[src/rtl/tx_word_sender.sv]
// tx_word_sender: splits a word into N_DATA-bit bytes and feeds them to a UART transmitter.
// Ports: clock/reset (sync, active-high); word_in/word_valid/word_ready word handshake;
// tx_start/tx_data/read_tx/tx_done_tick transmitter protocol; busy, word_sent and
// timeout_err status (word_sent/timeout_err are one-cycle pulses on the first IDLE cycle).
module tx_word_sender #(
  parameter int NB_WORD     = 32,
  parameter int N_DATA      = 8,
  parameter int MSB_FIRST   = 0,
  parameter int ACK_TIMEOUT = 1024
) (
  input  logic               clock,
  input  logic               reset,
  input  logic [NB_WORD-1:0] word_in,
  input  logic               word_valid,
  output logic               word_ready,
  output logic               tx_start,
  output logic [N_DATA-1:0]  tx_data,
  input  logic               read_tx,
  input  logic               tx_done_tick,
  output logic               busy,
  output logic               word_sent,
  output logic               timeout_err
);
  localparam int N_BYTES = NB_WORD / N_DATA;
  localparam int BW = N_BYTES > 1 ? $clog2(N_BYTES) : 1;
  localparam int TW = $clog2(ACK_TIMEOUT);
  localparam logic [BW-1:0] LAST = BW'(N_BYTES - 1);
  localparam logic [TW-1:0] TLIM = TW'(ACK_TIMEOUT - 1);
  typedef enum logic [1:0] {IDLE, REQ, WAIT_DONE} state_t;
  state_t state_q, state_d;
  logic [NB_WORD-1:0] sreg_q, sreg_d;
  logic [BW-1:0] cnt_q, cnt_d;
  logic [TW-1:0] tcnt_q, tcnt_d;
  logic word_sent_q, word_sent_d, timeout_err_q, timeout_err_d;
  assign word_ready  = (state_q == IDLE) && !reset;
  assign busy        = state_q != IDLE;
  assign tx_start    = state_q == REQ;
  assign tx_data     = MSB_FIRST != 0 ? sreg_q[NB_WORD-1 -: N_DATA] : sreg_q[N_DATA-1:0];
  assign word_sent   = word_sent_q;
  assign timeout_err = timeout_err_q;
  always_comb begin
    state_d       = state_q;
    sreg_d        = sreg_q;
    cnt_d         = cnt_q;
    tcnt_d        = '0;
    word_sent_d   = 1'b0;
    timeout_err_d = 1'b0;
    case (state_q)
      IDLE: if (word_valid && word_ready) begin
        state_d = REQ;
        sreg_d  = word_in;
        cnt_d   = '0;
      end
      REQ: if (read_tx) state_d = WAIT_DONE;
        else if (tcnt_q == TLIM) begin
          state_d       = IDLE;
          timeout_err_d = 1'b1;
        end else tcnt_d = tcnt_q + TW'(1);
      WAIT_DONE: if (tx_done_tick) begin
        if (cnt_q == LAST) begin
          state_d     = IDLE;
          word_sent_d = 1'b1;
        end else begin
          // move the next byte into the position tx_data reads from
          state_d = REQ;
          sreg_d  = MSB_FIRST != 0 ? sreg_q << N_DATA : sreg_q >> N_DATA;
          cnt_d   = cnt_q + BW'(1);
        end
      end
      default: state_d = IDLE;
    endcase
  end
  always_ff @(posedge clock) begin
    if (reset) begin
      state_q       <= IDLE;
      sreg_q        <= '0;
      cnt_q         <= '0;
      tcnt_q        <= '0;
      word_sent_q   <= 1'b0;
      timeout_err_q <= 1'b0;
    end else begin
      state_q       <= state_d;
      sreg_q        <= sreg_d;
      cnt_q         <= cnt_d;
      tcnt_q        <= tcnt_d;
      word_sent_q   <= word_sent_d;
      timeout_err_q <= timeout_err_d;
    end
  end
endmodule

[config.mk]
export PLATFORM = sky130hd
export DESIGN_NAME = tx_word_sender
export DESIGN_NICKNAME = d
export VERILOG_FILES = /design/src/rtl/tx_word_sender.sv
export SDC_FILE = /design/constraint.sdc
export NUM_CORES = 1
export LEC_CHECK = 0
export ABC_CLOCK_PERIOD_IN_PS = 2900
export CAP_MARGIN = 40
export CORE_MARGIN = 2
export CORE_UTILIZATION = 50
export DETAILED_ROUTE_END_ITERATION = 10
export PLACE_DENSITY = 0.79
export SLEW_MARGIN = 20
export SYNTH_ARGS = -nofsm -noshare
export SYNTH_HDL_FRONTEND = slang
export SYNTH_SLANG_ARGS = --single-unit
[constraint.sdc]
create_clock -name clock -period 2.9 [get_ports clock]
set_clock_uncertainty 0.05 [all_clocks]
set_input_delay 0.29 -clock clock [delete_from_list [all_inputs] [get_ports clock]]
set_output_delay 0.29 -clock clock [all_outputs]
set_load 0.02 [all_outputs]
==> run_results.csv <==
group,metric,value,unit
outcome,result_of_the_run,"finished, final reports clean",
critical_path,worst-path-buf-inv,1,
cts,cts.sink_count,48,
logic_synthesis,mappedNetlistNets,275,
logic_synthesis,synth_cell_types,37,
power_and_ir_drop,clk_network_pwr_share,0.322,
cts,root_buffer,"sky130_fd_sc_hd__clkbuf_8",
cts,cts.clk_slew.worst_paths,80,ps
timing,max_freq,453,MHz
cts,cts_tree,"built",
cts,number_of_buffers_inserted_during_clock_tree_synthesis,5,
grt,groute.usage.overall,0.187,
power_and_ir_drop,switching_portion_of_total_power,0.259,
timing,grt_setup_unrepaired,"no",
die,num_rows,24,
cts,post_cts_hold_buffer_count,0,
grt,antenna_violations_before_repair,0,
route,drtPass1Iterations,4,
power_and_ir_drop,power.share.combinational,0.187,
timing,final.setup.worst_slack,695,ps
grt,globalRoute.busiestLayer,"met2",
power_and_ir_drop,power.internal,1.10,mW
timing,fin_tns_setup,0,ps
logic_synthesis,synth.yosys.warnings,0,
placed_design,place.port_buffers,49,
critical_path,critPathKind,"register to primary output",
cells_and_area,fillCellCount,380,
logic_synthesis,post_synth_inst_count,236,
die,dieHeight,72.6,um
grt,grt_max_degree,40,
critical_path,worst-path-max-fanout,22,
hold_path,timing.hold.worst.class,"input port to register",
cells_and_area,share_of_post_route_cells_with_drive_strength_above_1,0.152,
critical_path,path_delay_family,"flip-flops",
timing,slew_headroom,0.562,
timing,tightestPinTransition,656,ps
critical_path,critical_path_arrival,1870,ps
die,start_util,0.529,
critical_path,critical_path.slowest_cell,"sky130_fd_sc_hd__dfxtp_1",
cells_and_area,areaGrowthSynthToFinish,22.6,%
critical_path,cp.required,2560,ps
route,routed_via_density,5.76,
placed_design,gp_congestion,0.730,
critical_path,cpPeakStageDelay,750,ps
grt,grt_pass1_vias,1688,
die,die_w,72.6,um
cts,insertion_delay,300,ps
timing,setup_violations,0,
route,vias,1856,
logic_synthesis,yosysSeqAreaShare,0.409,
placed_design,dp_hpwl,3140,um
die,boundaryPins,50,
grt,grt.met3_usage,0.0333,
timing,hold_violations,0,
placed_design,post_placement_worst_setup_slack,616,ps
power_and_ir_drop,worst_ir_drop_vdd,0.268,mV
timing,final_period_minus_worst_setup_slack,2210,ps
timing,timing_max_transition_violations_final,0,
grt,met2_track_demand_over_resource,0.276,
route,dr.first_iter.drc_count,117,
critical_path,cp_cell_sequence,"or2_2 -> clkdlybuf4s50_1",
die,dieArea,0.00526,mm^2
power_and_ir_drop,powerDensity,515,mW/mm^2
die,placeableCoreArea,0.00444,mm^2
cells_and_area,antennaDiodeCount,0,
grt,global_route_wire_length_before_repair,7810,um
grt,grtUsageMet1,0.268,
logic_synthesis,synth_seq_cells,48,
route,wirelength,4710,um
critical_path,critPathCaptureType,"primary output",
cts,ctsHtreeMaxLevel,2,
grt,grt_remaining_overflow,0,
critical_path,setup.worst_path.start_class,"register",
cells_and_area,multiInputGateArea,0.00121,mm^2
flow_run,cap_violations,0,
power_and_ir_drop,net_switching,0.384,mW
power_and_ir_drop,fin_total_pwr,1.48,mW
cts,post_cts_resize_count,0,
route,postRouteAntennaNets,0,
power_and_ir_drop,power.static_leakage,1.10,nW
cells_and_area,nets,308,
cts,cts.path.max_buffers,2,
logic_synthesis,synthesis.area,0.00235,mm^2
timing,finalCritPeriodShare,0.760,
logic_synthesis,avgSynthCellArea,9.96,um^2
cells_and_area,ff_latch_area,961,um^2
cts,cts_setup_buffers,0,
route,wire_per_inst,14.6,um
route,drt_drc_violations_left,0,
power_and_ir_drop,seq_power_share,0.491,
[cell type report]
type	count	share of cell area
clock inverter	3	0.0148
multi-input combinational	157	0.420
sequential	48	0.333
tap	52	0.0226
timing repair buffer	54	0.182
inverter	3	0.00391
clock buffer	5	0.0239
[kinds of logic (layout without fill, tap and decap cells)]
group,Yosys count,count (layout),share of synthesized area
compound gates,50,50,0.189
xor+xnor,3,3,0.0112
fa+ha+maj,2,2,0.0106
buf+inv,31,65,0.0825
flops,48,48,0.409
mux,24,24,0.102
simple gates,78,78,0.195
[per-layer routing]
| metal | routed length, um | vias up |
|---|---|---|
| li1 | - | 933 |
| met3 | 171 | 4 |
| met5 | 0 | - |
| met4 | 76 | 0 |
| met1 | 2380 | 877 |
| met2 | 2080 | 42 |
[cell usage after synthesis, drive strengths merged]
library cell | count | share of area
or4 | 2 | 0.0064
a2bb2oi | 1 | 0.0037
dfxtp | 48 | 0.41
nand3b | 10 | 0.032
or4b | 1 | 0.0043
clkbuf | 5 | 0.0080
nand2 | 4 | 0.0075
or3 | 3 | 0.0080
mux2i | 24 | 0.10
inv | 3 | 0.0048
xor2 | 2 | 0.0075
nand2b | 1 | 0.0027
a21oi | 17 | 0.036
nand4bb | 1 | 0.0048
nor4 | 1 | 0.0027
nor3 | 26 | 0.055
o31ai | 3 | 0.012
xnor2 | 1 | 0.0037
a211o | 1 | 0.0037
nor4bb | 1 | 0.0043
a211oi | 24 | 0.12
or2 | 1 | 0.0027
nor4b | 2 | 0.014
a221oi | 1 | 0.0037
buf | 23 | 0.070
nor2b | 1 | 0.0027
nand4 | 2 | 0.0053
o21ai | 3 | 0.0064
ha | 2 | 0.011
nand3 | 15 | 0.032
nor2 | 7 | 0.011
[flip-flops by register name, summed over array words and instances, names as in the netlist]
name / cells
cnt_q: 2
sreg_q: 32
state_q: 2
tcnt_q: 10
timeout_err: 1
word_sent: 1
[path summary, 6_finish.rpt]
kind | cells after the start | to | start | slack (ps)
worst max-delay path | 2 | busy | state_q[1] | 690
worst min-delay path | 2 | state_q[1] | reset | 170
worst max register to register | 4 | sreg_q[22] | state_q[1] | 760
worst min register to register | 2 | sreg_q[31] | sreg_q[31] | 410
[metrics by stage]
stage	hold slack, ps	std cells	utilization	area [um^2]
after floorplan	366	236	-	2350
after global placement	402	314	0.623	2770
after detailed placement	409	314	0.623	2770
after CTS	168	322	0.648	2880
after global routing	187	322	0.648	2880
final	174	322	0.648	2880
[power groups by stage]
stage / combinational (mW) / sequential, mW / clock (mW)
after floorplan: 0.202 / 0.730 / 0
after global placement: 0.274 / 0.744 / 0
after detailed placement: 0.278 / 0.745 / 0
after CTS: 0.280 / 0.729 / 0.490
after global routing: 0.300 / 0.736 / 0.509
final: 0.277 / 0.729 / 0.477
[placed cells by master (no fill, tap or decap), drive strengths merged, types with 2 or more instances in the layout]
master / Yosys / layout
nor4b: 2 / 2
xor2: 2 / 2
clkdlybuf4s50: 0 / 48
inv: 3 / 3
ha: 2 / 2
a21oi: 17 / 17
nor2: 7 / 7
or3: 3 / 3
mux2i: 24 / 24
a211oi: 24 / 24
or4: 2 / 2
nand3b: 10 / 10
nand2: 4 / 4
nand3: 15 / 15
o31ai: 3 / 3
nor3: 26 / 26
nand4: 2 / 2
o21ai: 3 / 3
buf: 23 / 6
dfxtp: 48 / 48
clkbuf: 5 / 5
[worst register-to-register path, stage by stage, from the launching register on]
cell	delay [ps]
sky130_fd_sc_hd__dfxtp_1	520
sky130_fd_sc_hd__or4b_1	810
sky130_fd_sc_hd__nand2_2	130
sky130_fd_sc_hd__buf_4	360
sky130_fd_sc_hd__a211oi_1	130
(Power assumes the default switching activity.)
